===== src/rtl/iq_demod_pkg.sv =====
// Shared types and saturation limits for the IQ demodulator datapath.
package iq_demod_pkg;

  // Widest accumulator the result record can carry.
  localparam int unsigned RES_WIDTH = 32;

  function automatic logic [RES_WIDTH-1:0] acc_max(input int unsigned w);
    return (RES_WIDTH'(1) << (w - 1)) - RES_WIDTH'(1);
  endfunction

  function automatic logic [RES_WIDTH-1:0] acc_min(input int unsigned w);
    return RES_WIDTH'(1) << (w - 1);
  endfunction

  typedef struct packed {
    logic signed [RES_WIDTH-1:0] i;
    logic signed [RES_WIDTH-1:0] q;
    logic                        sat;
  } iq_result_t;

endpackage


===== src/rtl/sat_add.sv =====
// Combinational signed adder with carry-lookahead and optional clamping.
// overflow flags a same-sign operand pair whose raw sum changed sign.
module sat_add
  import iq_demod_pkg::*;
#(
  parameter int unsigned WIDTH    = 16,
  parameter logic        SATURATE = 1'b1
) (
  input  logic [WIDTH-1:0] a,
  input  logic [WIDTH-1:0] b,
  output logic [WIDTH-1:0] sum,
  output logic             overflow
);

  localparam logic [WIDTH-1:0] MAX_V = WIDTH'(acc_max(WIDTH));
  localparam logic [WIDTH-1:0] MIN_V = WIDTH'(acc_min(WIDTH));

  logic [WIDTH-1:0] gen;
  logic [WIDTH-1:0] prop;
  logic [WIDTH-1:0] carry;
  logic [WIDTH-1:0] raw;

  // Carry into bit k: some lower bit generates and every bit above it propagates.
  function automatic logic cla_carry(input logic [WIDTH-1:0] g,
                                     input logic [WIDTH-1:0] p,
                                     input int unsigned k);
    logic c;
    logic t;
    c = 1'b0;
    for (int unsigned j = 0; j < k; j++) begin
      t = g[j];
      for (int unsigned m = j + 1; m < k; m++) begin
        t = t & p[m];
      end
      c = c | t;
    end
    return c;
  endfunction

  assign gen      = a & b;
  assign prop     = a ^ b;
  assign carry[0] = 1'b0;

  generate
    for (genvar gi = 1; gi < WIDTH; gi++) begin : g_cla
      assign carry[gi] = cla_carry(gen, prop, gi);
    end
  endgenerate

  assign raw      = prop ^ carry;
  assign overflow = (a[WIDTH-1] == b[WIDTH-1]) && (raw[WIDTH-1] != a[WIDTH-1]);

  always_comb begin
    sum = raw;
    if (SATURATE && overflow) begin
      sum = a[WIDTH-1] ? MIN_V : MAX_V;
    end
  end

endmodule


===== src/rtl/iq_integrate_dump.sv =====
// Dual-channel signed integrate-and-dump with programmable length and a
// registered valid/ready result port. ACC_WIDTH must lie in [IN_WIDTH, RES_WIDTH].
module iq_integrate_dump
  import iq_demod_pkg::*;
#(
  parameter int unsigned IN_WIDTH  = 8,
  parameter int unsigned ACC_WIDTH = 16,
  parameter int unsigned LEN_WIDTH = 6,
  parameter logic        SATURATE  = 1'b1
) (
  input  logic                 clk,
  input  logic                 rst,
  input  logic                 clear,
  input  logic [LEN_WIDTH-1:0] dump_len,
  input  logic                 in_valid,
  input  logic [IN_WIDTH-1:0]  in_i,
  input  logic [IN_WIDTH-1:0]  in_q,
  output logic                 out_valid,
  input  logic                 out_ready,
  output logic [ACC_WIDTH-1:0] out_i,
  output logic [ACC_WIDTH-1:0] out_q,
  output logic                 out_sat,
  output logic                 overrun
);

  logic [ACC_WIDTH-1:0] acc_i_q, acc_i_d;
  logic [ACC_WIDTH-1:0] acc_q_q, acc_q_d;
  logic [LEN_WIDTH-1:0] count_q, count_d;
  logic [LEN_WIDTH-1:0] len_q, len_d;
  logic                 sat_q, sat_d;
  logic                 out_valid_q, out_valid_d;
  logic                 overrun_q, overrun_d;
  iq_result_t           res_q, res_d;

  logic [ACC_WIDTH-1:0] samp_i, samp_q;
  logic [ACC_WIDTH-1:0] sum_i, sum_q;
  logic                 ovf_i, ovf_q;
  logic [LEN_WIDTH-1:0] start_len, cur_len;
  logic                 accept, last;
  logic                 unused_res_bits;

  assign samp_i = ACC_WIDTH'($signed(in_i));
  assign samp_q = ACC_WIDTH'($signed(in_q));

  sat_add #(.WIDTH(ACC_WIDTH), .SATURATE(SATURATE)) u_add_i (
    .a        (acc_i_q),
    .b        (samp_i),
    .sum      (sum_i),
    .overflow (ovf_i)
  );

  sat_add #(.WIDTH(ACC_WIDTH), .SATURATE(SATURATE)) u_add_q (
    .a        (acc_q_q),
    .b        (samp_q),
    .sum      (sum_q),
    .overflow (ovf_q)
  );

  // The first sample of a dump sees the live dump_len, later ones the captured copy.
  assign start_len = (dump_len == '0) ? LEN_WIDTH'(1) : dump_len;
  assign cur_len   = (count_q == '0) ? start_len : len_q;
  assign accept    = in_valid & ~clear;
  assign last      = accept && (count_q == cur_len - LEN_WIDTH'(1));

  always_comb begin
    acc_i_d     = acc_i_q;
    acc_q_d     = acc_q_q;
    count_d     = count_q;
    len_d       = len_q;
    sat_d       = sat_q;
    res_d       = res_q;
    out_valid_d = out_valid_q;
    overrun_d   = overrun_q;

    if (clear) begin
      acc_i_d = '0;
      acc_q_d = '0;
      count_d = '0;
      sat_d   = 1'b0;
    end else if (in_valid) begin
      if (count_q == '0) begin
        len_d = start_len;
      end
      if (last) begin
        acc_i_d   = '0;
        acc_q_d   = '0;
        count_d   = '0;
        sat_d     = 1'b0;
        res_d.i   = RES_WIDTH'($signed(sum_i));
        res_d.q   = RES_WIDTH'($signed(sum_q));
        res_d.sat = sat_q | ovf_i | ovf_q;
      end else begin
        acc_i_d = sum_i;
        acc_q_d = sum_q;
        count_d = count_q + LEN_WIDTH'(1);
        sat_d   = sat_q | ovf_i | ovf_q;
      end
    end

    // A fresh result always wins; it only counts as lost if nobody took the old one.
    if (last) begin
      out_valid_d = 1'b1;
      if (out_valid_q && !out_ready) begin
        overrun_d = 1'b1;
      end
    end else if (out_valid_q && out_ready) begin
      out_valid_d = 1'b0;
    end
  end

  always_ff @(posedge clk) begin
    if (rst) begin
      acc_i_q     <= '0;
      acc_q_q     <= '0;
      count_q     <= '0;
      len_q       <= LEN_WIDTH'(1);
      sat_q       <= 1'b0;
      res_q       <= '0;
      out_valid_q <= 1'b0;
      overrun_q   <= 1'b0;
    end else begin
      acc_i_q     <= acc_i_d;
      acc_q_q     <= acc_q_d;
      count_q     <= count_d;
      len_q       <= len_d;
      sat_q       <= sat_d;
      res_q       <= res_d;
      out_valid_q <= out_valid_d;
      overrun_q   <= overrun_d;
    end
  end

  assign out_valid = out_valid_q;
  assign out_i     = res_q.i[ACC_WIDTH-1:0];
  assign out_q     = res_q.q[ACC_WIDTH-1:0];
  assign out_sat   = res_q.sat;
  assign overrun   = overrun_q;

  // Upper bits of the shared result record are sign copies and never leave the block.
  assign unused_res_bits = ^res_q;

endmodule


===== config.mk =====
export PLATFORM = sky130hd
export DESIGN_NAME = iq_integrate_dump
export DESIGN_NICKNAME = d
export VERILOG_FILES = /design/src/rtl/iq_demod_pkg.sv /design/src/rtl/sat_add.sv /design/src/rtl/iq_integrate_dump.sv
export SDC_FILE = /design/constraint.sdc
export NUM_CORES = 1
export LEC_CHECK = 0
export BUFFER_PORTS_ARGS = -buffer_cell sky130_fd_sc_hd__buf_2
export CAP_MARGIN = 10
export CELL_PAD_IN_SITES_DETAIL_PLACEMENT = 0
export CELL_PAD_IN_SITES_GLOBAL_PLACEMENT = 2
export CORE_MARGIN = 5
export CORE_UTILIZATION = 30
export DETAILED_ROUTE_END_ITERATION = 10
export HOLD_SLACK_MARGIN = 0.12
export PLACE_DENSITY = 0.79
export SYNTH_ARGS = -nofsm -noshare
export SYNTH_HDL_FRONTEND = slang
export SYNTH_HIERARCHICAL = 1
export SYNTH_SLANG_ARGS = --single-unit

===== constraint.sdc =====
create_clock -name clk -period 10.7 [get_ports clk]
set_input_delay 2.675 -clock clk [delete_from_list [all_inputs] [get_ports clk]]
set_output_delay 2.675 -clock clk [all_outputs]
set_load 0.02 [all_outputs]

==> qor.yml, run 1 <==
clocking:
  worstSkewPairLatency_ns: 0.34
  cts_tree: "built"
  ctsResizeCount: 0
  clk_pin_slew_ns: 0.06
  htreeDepth: 3
  cts_setup_buffers: 0
  cts_buffer_depth: 2
  cts_made_buffers: 9
  cts_num_sinks: 80
  cts_hold_buffers: 0
  cts_root_buffer: "clkbuf_16"
power_and_ir_drop:
  internal_power_uw: 606
  switching_share: 0.297
  leakagePower_uw: 0.00250
  power_frac_clock: 0.422
  pwr_density_cell_nw_per_um2: 134
  seq_power_share: 0.365
  ir_worst_vdd_mv: 0.0681
  switchingPower_uw: 256
  p_comb_frac: 0.214
critical_path:
  crit_family: "buffers and inverters"
  r2r-end: "acc_q_q[8]$_SDFFE_PP0P_"
  regToRegSetupSlack_ns: 6.23
  path_cells: "buf_2 > or4_1 > o211ai_1 > o21ai_1 > ha_1 > xnor2_1 > xnor2_1 > nor4_1 > a21o_1 > buf_4 > and3_2 > buf_4 > o21ai_0"
  arrival_ns: 6.29
  cpPeakStageDelay_ns: 0.61
  crit_slowest_cell: "buf_4"
  rr_startpoint: "count_q[0]$_SDFFE_PP0P_"
  reg2reg_depth: 14
  worst_setup_path_start_kind: "primary input"
  cp.required_ns: 10.89
  end_kind: "flop"
  path_class: "primary input to flop"
  crit_fanout: 65
  critPathBufInv: 3
timing:
  slew_viol_final: 0
  maxSlewHeadroom: 0.233
  clock_skew_ns: 0.0102
  finalHoldViolCount: 0
  min_period_ns: 6.09
  tightest_slew_ns: 1.14
  max_freq_ghz: 0.164
  tns_ns: 0
  grt_setup_unrepaired: "no"
  setup_violations: 0
  period_share: 0.569
  holdWs_ns: 0.480
worst_hold_path:
  holdPathEnd: "acc_q_q[4]$_SDFFE_PP0P_"
  worstHoldPathType: "flop to flop"
  min_path_cells: 2
  hp-start: "acc_q_q[4]$_SDFFE_PP0P_"
global_routing:
  grt_overflow_total: 0
  grt_util_met1: 0.197
  antenna_found_initial: 0
  track_usage: 0.144
  grt_max_degree: 73
  grt-busiest-layer: "met2"
  met3_usage: 0.0213
  grt_pass1_vias: 4988
  grt_pass1_wl_mm: 25.9
  gr-usage-met2: 0.236
synthesis:
  syn_inst: 683
  netlist_area_sq_um: 5650
  ys_seq_elements: 80
  synth_edf_count: 0
  synth_nets: 747
  async_flop_share: 0
  ys_seq_area_frac: 0.283
  yosysWarnings: 6
  synth_area_per_cell_sq_um: 8.27
  synth_ff_type: "dfxtp_1"
  ys_types: 72
cells_and_area:
  drive_above_1_share: 0.166
  regArea_sq_um: 1600
  syn_to_final_growth_pct: 13.6
  multiInputGateArea_sq_um: 3620
  final_area_sq_um: 6420
  nFillCells: 1941
  nets: 774
  final_common_cell: "dfxtp_1"
  diodes: 0
  final_cell_mix: "dfxtp_1, buf_2, nor2_1"
placement:
  io_buffers: 61
  post_dp_cell_area_sq_um: 6040
  place_congestion: 0.845
  hpwlAfterDp_mm: 10.6
die:
  fp.coreArea_sq_um: 18600
  dieArea_sq_um: 21700
  rows: 50
  die_h_um: 147
  num_io_pins: 62
  die_w_um: 147
  start_util: 0.303
route:
  vias: 5169
  routedWlPerCell_um: 16.5
  routed_wirelength_mm: 15.6
  drcViolationCount: 0
  detail_route.iter0.violations: 440
  drt-pass1-iter-count: 5
  ant_nets: 0
  via_per_inst: 5.45
job:
  drv_cap: 0
status:
  outcome: "finished, final reports clean"
[area by class of cell]
| type | count | share of cell area |
|---|---|---|
| Clock buffer | 9 | 0.0351 |
| Clock inverter | 7 | 0.0195 |
| Inverter | 49 | 0.0287 |
| Multi-Input combinational cell | 503 | 0.564 |
| Sequential cell | 80 | 0.250 |
| Tap cell | 234 | 0.0456 |
| Timing Repair Buffer | 67 | 0.0577 |
[power groups by stage]
| stage | Clock (uW) | Sequential, uW | Combinational (uW) |
|---|---|---|---|
| 6_report | 364 | 314 | 184 |
| 5_1_grt | 383 | 315 | 206 |
| 4_1_cts | 373 | 314 | 179 |
| 3_5_place_dp | 0 | 321 | 179 |
| 3_3_place_gp | 0 | 321 | 176 |
| 2_1_floorplan | 0 | 320 | 136 |
[worst max path at each step]
stage,startpoint,end,slack (ns),cells after the start
after CTS,dump_len[2],acc_q_q[8]$_SDFFE_PP0P_,4.69,13
final,dump_len[2],acc_q_q[8]$_SDFFE_PP0P_,4.61,13
after global routing,dump_len[2],acc_i_q[0]$_SDFFE_PP0P_,4.34,13
after detailed placement,dump_len[2],acc_q_q[8]$_SDFFE_PP0P_,4.35,13
after floorplan,dump_len[2],out_i[0]$_SDFFE_PP0P_,5.49,12
after global placement,dump_len[2],acc_q_q[9]$_SDFFE_PP0P_,4.44,13
[cell usage after synthesis, types with 3 or more instances]
| cell | number | area share |
|---|---|---|
| ha_1 | 35 | 0.078 |
| nor3_1 | 12 | 0.011 |
| a21o_1 | 10 | 0.013 |
| a21oi_2 | 7 | 0.011 |
| xnor2_1 | 17 | 0.026 |
| o21ai_1 | 29 | 0.026 |
| o2bb2ai_1 | 5 | 0.0078 |
| o21ai_0 | 36 | 0.032 |
| a31o_2 | 3 | 0.0047 |
| a31o_1 | 29 | 0.045 |
| nor4b_1 | 3 | 0.0047 |
| mux2i_1 | 5 | 0.0089 |
| a311oi_1 | 33 | 0.051 |
| inv_1 | 48 | 0.032 |
| and4_1 | 3 | 0.0047 |
| nor3_2 | 3 | 0.0053 |
| a21boi_0 | 3 | 0.0040 |
| nor2_1 | 51 | 0.034 |
| o21a_1 | 4 | 0.0053 |
| buf_6 | 10 | 0.020 |
| a21oi_1 | 29 | 0.026 |
| o31ai_1 | 3 | 0.0040 |
| dfxtp_1 | 80 | 0.28 |
| nand4_1 | 4 | 0.0044 |
| nor2b_1 | 3 | 0.0033 |
| nand3b_1 | 33 | 0.044 |
| xor2_1 | 9 | 0.014 |
| and2_1 | 3 | 0.0033 |
| clkbuf_1 | 37 | 0.025 |
| a211oi_1 | 5 | 0.0066 |
| nand3_1 | 35 | 0.031 |
| or3_1 | 3 | 0.0033 |
| nand2b_1 | 4 | 0.0044 |
| a31oi_1 | 3 | 0.0033 |
| o22ai_1 | 3 | 0.0033 |
| nand2_1 | 27 | 0.018 |
| o211ai_1 | 9 | 0.012 |
[through the flow]
stage,utilization,total power (uW),std cells,setup WS (ns)
6_report,0.344,862,949,4.61
5_1_grt,0.344,905,949,4.34
4_1_cts,0.343,867,948,4.69
3_5_place_dp,0.324,500,932,4.35
3_3_place_gp,0.324,498,932,4.44
2_1_floorplan,-,456,683,5.49
[worst reg2reg max path: cells and delay by family, from the launching register on]
kind | cells | cell delay, ns
AO/OA/AOI/OAI | 3 | 0.61
XOR/XNOR | 2 | 0.28
adder cells (fa/ha/maj) | 2 | 0.50
buffers and inverters | 3 | 1.11
flip-flops | 1 | 0.36
AND/OR/NAND/NOR | 4 | 1.45
[routing by layer]
layer	vias up	wire length, um
met5	-	0
met2	82	7330
met3	17	495
met4	0	178
met1	2475	7640
li1	2595	-
[registers in the layout, summed over array words and instances, names as in the netlist]
register	cells
acc_i_q	16
out_valid	1
acc_q_q	16
out_sat	1
len_q	6
count_q	6
out_i	16
out_q	16
overrun	1
sat_q	1
[logic make-up (layout without fill, tap and decap cells)]
logic type      Yosys count  in the layout  share of synthesized area
fa+ha+maj                37             37                     0.0846
xor+xnor                 26             26                     0.0403
simple gates            197            197                      0.189
buf+inv                 100            132                     0.0813
mux                       6              6                     0.0109
flops                    80             80                      0.284
compound gates          237            237                      0.310
Power figures use the tool's default switching activity.
==> inputs of run 2 (changes only) <==
--- a/config.mk
+++ b/config.mk
@@ -13,7 +13,7 @@
 export CORE_UTILIZATION = 30
 export DETAILED_ROUTE_END_ITERATION = 10
 export HOLD_SLACK_MARGIN = 0.12
-export PLACE_DENSITY = 0.79
+export PLACE_DENSITY = 0.82
 export SYNTH_ARGS = -nofsm -noshare
 export SYNTH_HDL_FRONTEND = slang
 export SYNTH_HIERARCHICAL = 1
==> constraint.sdc (replaced) <==
create_clock -name clk -period 5.25 [get_ports clk]
set_input_delay 1.3125 -clock clk [delete_from_list [all_inputs] [get_ports clk]]
set_output_delay 1.3125 -clock clk [all_outputs]
set_load 0.02 [all_outputs]
==> run 2 against run 1 <==
Cell area down 1.1%. Clock skew decreased by 0.00074 ns. Clock power grew 66%. Sequential power increased by 100%. Wire length is 0.35% higher. Setup slack worse by 3.3 ns. Die area stayed put. Critical path depth fell by 1. Critical endpoint is now acc_i_q[1]$_SDFFE_PP0P_. Clock-buffer cell count is 1 higher.
==> qor.yml, run 2 (synthesis gave the netlist of run 1 again) <==
timing:
  grt_setup_unrepaired: "no"
  tns_ns: 0  # unchanged
  fin_ws_ns: 1.34  # -3.27 ns
  max_freq_ghz: 0.255
  maxSlewHeadroom: 0.366  # +0.133
  clock_skew_ns: 0.00943  # -0.000740 ns
  finalHoldViolCount: 0  # unchanged
  tightest_slew_ns: 0.927  # -0.217 ns
  setup_violations: 0  # unchanged
  period_share: 0.746
  holdWs_ns: 0.484  # +0.00371 ns
  min_period_ns: 3.91
  slew_viol_final: 0  # unchanged
critical_path:
  r2r-end: "acc_i_q[1]$_SDFFE_PP0P_"
  path_class: "primary input to flop"
  path_cells: "buf_2 > or4_1 > o211ai_1 > o21ai_1 > ha_1 > xnor2_1 > xnor2_1 > nor4_1 > a21o_1 > and3_2 > buf_4 > o21ai_0"
  cpPeakStageDelay_ns: 0.55  # -0.06 ns
  end_kind: "flop"
  crit_fanout: 45  # -31%
  cp.required_ns: 5.45  # -5.44 ns
  arrival_ns: 4.12  # -2.17 ns
  regToRegSetupSlack_ns: 1.64  # -4.59 ns
  critPathBufInv: 2  # -1
  worst_setup_path_start_kind: "primary input"
  reg2reg_depth: 13  # -1
  crit_slowest_cell: "or4_1"
  rr_startpoint: "count_q[0]$_SDFFE_PP0P_"
  path_common_cell: "xnor2_1"
  crit_family: "simple AND/OR/NAND/NOR gates"
die:
  die_h_um: 147  # unchanged
  rows: 50  # unchanged
  dieArea_sq_um: 21700  # unchanged
  fp.coreArea_sq_um: 18600  # unchanged
  start_util: 0.303  # unchanged
  die_w_um: 147  # unchanged
  num_io_pins: 62  # unchanged
clocking:
  cts_buffer_depth: 2  # unchanged
  cts_num_sinks: 80  # unchanged
  cts_root_buffer: "clkbuf_16"
  cts_setup_buffers: 0  # unchanged
  htreeDepth: 3  # unchanged
  cts_made_buffers: 9  # unchanged
  cts_tree: "built"
  cts_hold_buffers: 0  # unchanged
  clk_pin_slew_ns: 0.07  # about the same
  ctsResizeCount: 0  # unchanged
  worstSkewPairLatency_ns: 0.33  # about the same
route:
  drcViolationCount: 0  # unchanged
  routed_wirelength_mm: 15.7  # +0.35%
  routedWlPerCell_um: 16.5  # +0.14%
  detail_route.iter0.violations: 331  # -25%
  ant_nets: 0  # unchanged
  vias: 5194  # +0.48%
  via_per_inst: 5.46  # +0.27%
  drt-pass1-iter-count: 5  # unchanged
power_and_ir_drop:
  pwr_density_cell_nw_per_um2: 255  # +89%
  ir_worst_vdd_mv: 0.142  # +110%
  leakagePower_uw: 0.00246  # -1.4%
  p_total_uw: 1620  # +87%
job:
  drv_cap: 0  # unchanged
global_routing:
  grt_pass1_vias: 5089  # +2.0%
  antenna_found_initial: 0  # unchanged
  grt_pass1_wl_mm: 26.3  # +1.2%
  grt_max_degree: 72  # -1.4%
  grt_overflow_total: 0  # unchanged
  track_usage: 0.145  # +0.000619
cells_and_area:
  syn_to_final_growth_pct: 12.4
  nFillCells: 1980  # +2.0%
  final_cell_mix: "dfxtp_1, buf_2, nor2_1"
  nets: 776  # +0.26%
  diodes: 0  # unchanged
  drive_above_1_share: 0.169  # +0.00233
  final_common_cell: "dfxtp_1"
worst_hold_path:
  min_path_cells: 2  # unchanged
  holdPathEnd: "acc_q_q[4]$_SDFFE_PP0P_"
  worstHoldPathType: "flop to flop"
  hp-start: "acc_q_q[4]$_SDFFE_PP0P_"
status:
  outcome: "finished, final reports clean"
placement:
  io_buffers: 61  # unchanged
  place_congestion: 0.843  # -0.19%
  hpwlAfterDp_mm: 11.0  # +3.6%
  place_ws_ns: 0.985  # -3.36 ns
[run 2: per-stage QoR]
stage / instances / cell area [sq um] / utilization
finish: 951 / 6350 / 0.341
global route: 951 / 6350 / 0.341
CTS: 951 / 6350 / 0.341
detailed placement: 935 / 6060 / 0.325
global placement: 935 / 6060 / 0.325
floorplan: 683 / 5650 / -
[run 2: power breakdown]
part	switching, uW	internal (uW)	total (uW)
registers	14.9	625	640
logic	238	135	373
clock network	265	338	603
total	517	1100	1620
[run 2: cell type report]
cell class	instances	area, sq um	area share
Timing Repair Buffer	69	365	0.0575
Sequential cell	80	1600	0.252
Tap cell	234	293	0.0461
Inverter	49	184	0.0290
Clock buffer	10	239	0.0376
Clock inverter	6	48.8	0.00769
Multi-Input combinational cell	503	3620	0.570
[run 2: worst register-to-register path: cells and delay by family, from the launching register on]
family          cells  cell delay [ns]
buf+inv             2             0.51
mux                 1             0.32
fa+ha+maj           2             0.45
xor+xnor            2             0.24
simple gates        4             1.24
compound gates      2             0.37
flops               1             0.36
[run 2: layer usage]
metal / part of all wire / global-route usage / vias up
met2: 0.47 / 0.247 / 106
met3: 0.041 / 0.0250 / 15
li1: - / - / 2590
met5: 0 / 0 / -
met4: 0.012 / 0.0359 / 0
met1: 0.48 / 0.191 / 2483
[run 2: worst max-delay path by stage]
stage	from	end	slack, ns	depth (start not counted)
after floorplan	dump_len[2]	out_i[0]$_SDFFE_PP0P_	1.40	12
after global placement	dump_len[2]	acc_q_q[10]$_SDFFE_PP0P_	1.10	12
after detailed placement	dump_len[2]	acc_i_q[1]$_SDFFE_PP0P_	0.98	12
after CTS	dump_len[2]	acc_i_q[1]$_SDFFE_PP0P_	1.36	12
after global routing	dump_len[2]	acc_q_q[11]$_SDFFE_PP0P_	1.16	12
final	dump_len[2]	acc_i_q[1]$_SDFFE_PP0P_	1.34	12
==> inputs of run 3 (changes only) <==
--- a/config.mk
+++ b/config.mk
@@ -13,7 +13,7 @@
 export CORE_UTILIZATION = 30
 export DETAILED_ROUTE_END_ITERATION = 10
 export HOLD_SLACK_MARGIN = 0.12
-export PLACE_DENSITY = 0.82
+export PLACE_DENSITY = 0.79
 export SYNTH_ARGS = -nofsm -noshare
 export SYNTH_HDL_FRONTEND = slang
 export SYNTH_HIERARCHICAL = 1
==> constraint.sdc (replaced) <==
create_clock -name clk -period 3.7 [get_ports clk]
set_input_delay 0.925 -clock clk [delete_from_list [all_inputs] [get_ports clk]]
set_output_delay 0.925 -clock clk [all_outputs]
set_load 0.02 [all_outputs]
==> run 3 against run 2 <==
Hold slack improved by 0.0076 ns. Final cell count increased by 1.5%. Cell area increased by 2.6%. Non-clock buffer count increased by 14. Register-to-register slack got worse by 1.3 ns. Clock power increased by 50%. Sequential share of layout area decreased by 0.65 points. Combinational power increased by 46%. Clock skew decreased by 0.0063 ns. Global-route usage decreased by 0.061 points. Flip-flop and latch count unchanged. Critical path depth increased by 1. Largest cell class unchanged.
==> qor.yml, run 3 (synthesis gave the netlist of run 1 again) <==
status:
  outcome: "finished, final reports clean"
critical_path:
  end_kind: "flop"
  path_cells: "inv_1 > ha_1 > or4b_1 > nor2_1 > mux2i_1 > ha_1 > xor2_1 > o21ai_0 > and4_1 > a21o_1 > and3_2 > buf_12 > a31o_2"
  cp.required_ns: 3.93  # -1.52 ns
  cpPeakStageDelay_ns: 0.48  # -0.07 ns
  crit_slowest_cell: "or4b_1"
  rr_startpoint: "count_q[0]$_SDFFE_PP0P_"
  arrival_ns: 3.57  # -0.55 ns
  critPathBufInv: 2  # unchanged
  startpoint: "count_q[0]$_SDFFE_PP0P_"
  path_class: "flop to flop"
  worst_setup_path_start_kind: "flop"
  crit_fanout: 33  # -27%
  crit_family: "simple AND/OR/NAND/NOR gates"
  regToRegSetupSlack_ns: 0.36  # -1.28 ns
  path_common_cell: "ha_1"
power_and_ir_drop:
  p_total_uw: 2360  # +46%
  ir_worst_vdd_mv: 0.162  # +14%
  leakagePower_uw: 0.00256  # +4.0%
  pwr_density_cell_nw_per_um2: 362  # +42%
timing:
  slew_viol_final: 0  # unchanged
  tightest_slew_ns: 0.798  # -0.129 ns
  setup_violations: 0  # unchanged
  grt_setup_unrepaired: "no"
  min_period_ns: 3.34
  period_share: 0.903
  clock_skew_ns: 0.00309  # -0.00634 ns
  maxSlewHeadroom: 0.464  # +0.0977
  finalHoldViolCount: 0  # unchanged
  max_freq_ghz: 0.299
  tns_ns: 0  # unchanged
cells_and_area:
  diodes: 0  # unchanged
  final_common_cell: "dfxtp_1"
  final_cell_mix: "dfxtp_1, buf_2, nor2_1"
  final_util: 0.350  # +0.00899
  syn_to_final_growth_pct: 15.3
  final_cells: 965  # +1.5%
  drive_above_1_share: 0.182  # +0.0132
  nets: 790  # +1.8%
  nFillCells: 1946  # -1.7%
placement:
  numPlacedInstances: 949  # +1.5%
  hpwlAfterDp_mm: 11.7  # +6.6%
  place_congestion: 0.826  # -2.0%
  io_buffers: 61  # unchanged
clocking:
  cts_tree: "built"
  cts_made_buffers: 9  # unchanged
  worstSkewPairLatency_ns: 0.33  # about the same
  cts_root_buffer: "clkbuf_16"
  htreeDepth: 3  # unchanged
  cts_setup_buffers: 0  # unchanged
  cts_num_sinks: 80  # unchanged
  cts_buffer_depth: 2  # unchanged
  clk_pin_slew_ns: 0.06  # about the same
  cts_hold_buffers: 0  # unchanged
  ctsResizeCount: 0  # unchanged
global_routing:
  grt_overflow_total: 0  # unchanged
  grt_pass1_vias: 5075  # -0.28%
  track_usage: 0.144  # -0.000610
  antenna_found_initial: 0  # unchanged
  grt_pass1_wl_mm: 26.1  # -0.45%
  grt_max_degree: 72  # unchanged
route:
  drt-pass1-iter-count: 5  # unchanged
  routedWlPerCell_um: 16.3  # -1.2%
  detail_route.iter0.violations: 350  # +5.7%
  vias: 5214  # +0.39%
  routed_wirelength_mm: 15.7  # +0.27%
  via_per_inst: 5.40  # -1.1%
  ant_nets: 0  # unchanged
  drcViolationCount: 0  # unchanged
worst_hold_path:
  hp-start: "acc_q_q[0]$_SDFFE_PP0P_"
  worstHoldPathType: "flop to flop"
die:
  num_io_pins: 62  # unchanged
  die_h_um: 147  # unchanged
  start_util: 0.303  # unchanged
  fp.coreArea_sq_um: 18600  # unchanged
  die_w_um: 147  # unchanged
  dieArea_sq_um: 21700  # unchanged
  rows: 50  # unchanged
job:
  drv_cap: 0  # unchanged
==> run 3: cell count changes in the layout (fill, tap and decap cells not counted), sizes merged <==
cell      before  now
clkinvlp       3    0
bufinv         0    1
clkinv         1    3
clkbuf        10   13
buf           69   83
inv           51   48
==> run 3: stage by stage <==
step / area (sq um) / worst slack, ns / hold WS, ns
finish: 6520 / 0.361 / 0.491
global route: 6520 / 0.140 / 0.515
detailed placement: 6220 / 0.101 / 0.474
global placement: 6220 / 0.121 / 0.470
CTS: 6520 / 0.376 / 0.492
floorplan: 5650 / 0.240 / 0.454
==> run 3: layout make-up <==
cell class                 count  area (sq um)  area share
clock buffer                  13           260      0.0399
clock inverter                 3          40.0     0.00614
inverter                      49           184      0.0282
multi-input combinational    503          3620       0.555
sequential                    80          1600       0.246
tap                          234           293      0.0449
timing repair buffer          83           520      0.0799
==> run 3: path summary, 6_finish.rpt <==
path / cells past startpoint / to
worst max-delay path: 13 / out_i[15]$_SDFFE_PP0P_
worst min-delay path: 2 / acc_q_q[0]$_SDFFE_PP0P_
worst max register to register: 13 / out_i[15]$_SDFFE_PP0P_
worst min register to register: 2 / acc_q_q[0]$_SDFFE_PP0P_
==> run 3: report_power, final <==
part	total [uW]	internal (uW)	switching (uW)	leakage, uW
Sequential	910	888	22.8	0.000648
Combinational	543	206	336	0.00176
Clock	906	558	348	0.000150
==> run 3: layer usage <==
metal / up-vias / part of all wire / global-route usage
met5: - / 0 / 0
met4: 0 / 0.011 / 0.0461
met3: 17 / 0.036 / 0.0219
met2: 99 / 0.46 / 0.234
met1: 2478 / 0.50 / 0.198
li1: 2620 / - / -
==> run 3: worst register-to-register path: stages, from the launching register on <==
cell and delay (ns):
dfxtp_1 0.37, inv_1 0.10, ha_1 0.16, or4b_1 0.48, nor2_1 0.28, mux2i_1 0.28, ha_1 0.26, xor2_1 0.15
o21ai_0 0.09, and4_1 0.22, a21o_1 0.19, and3_2 0.23, buf_12 0.18, a31o_2 0.26
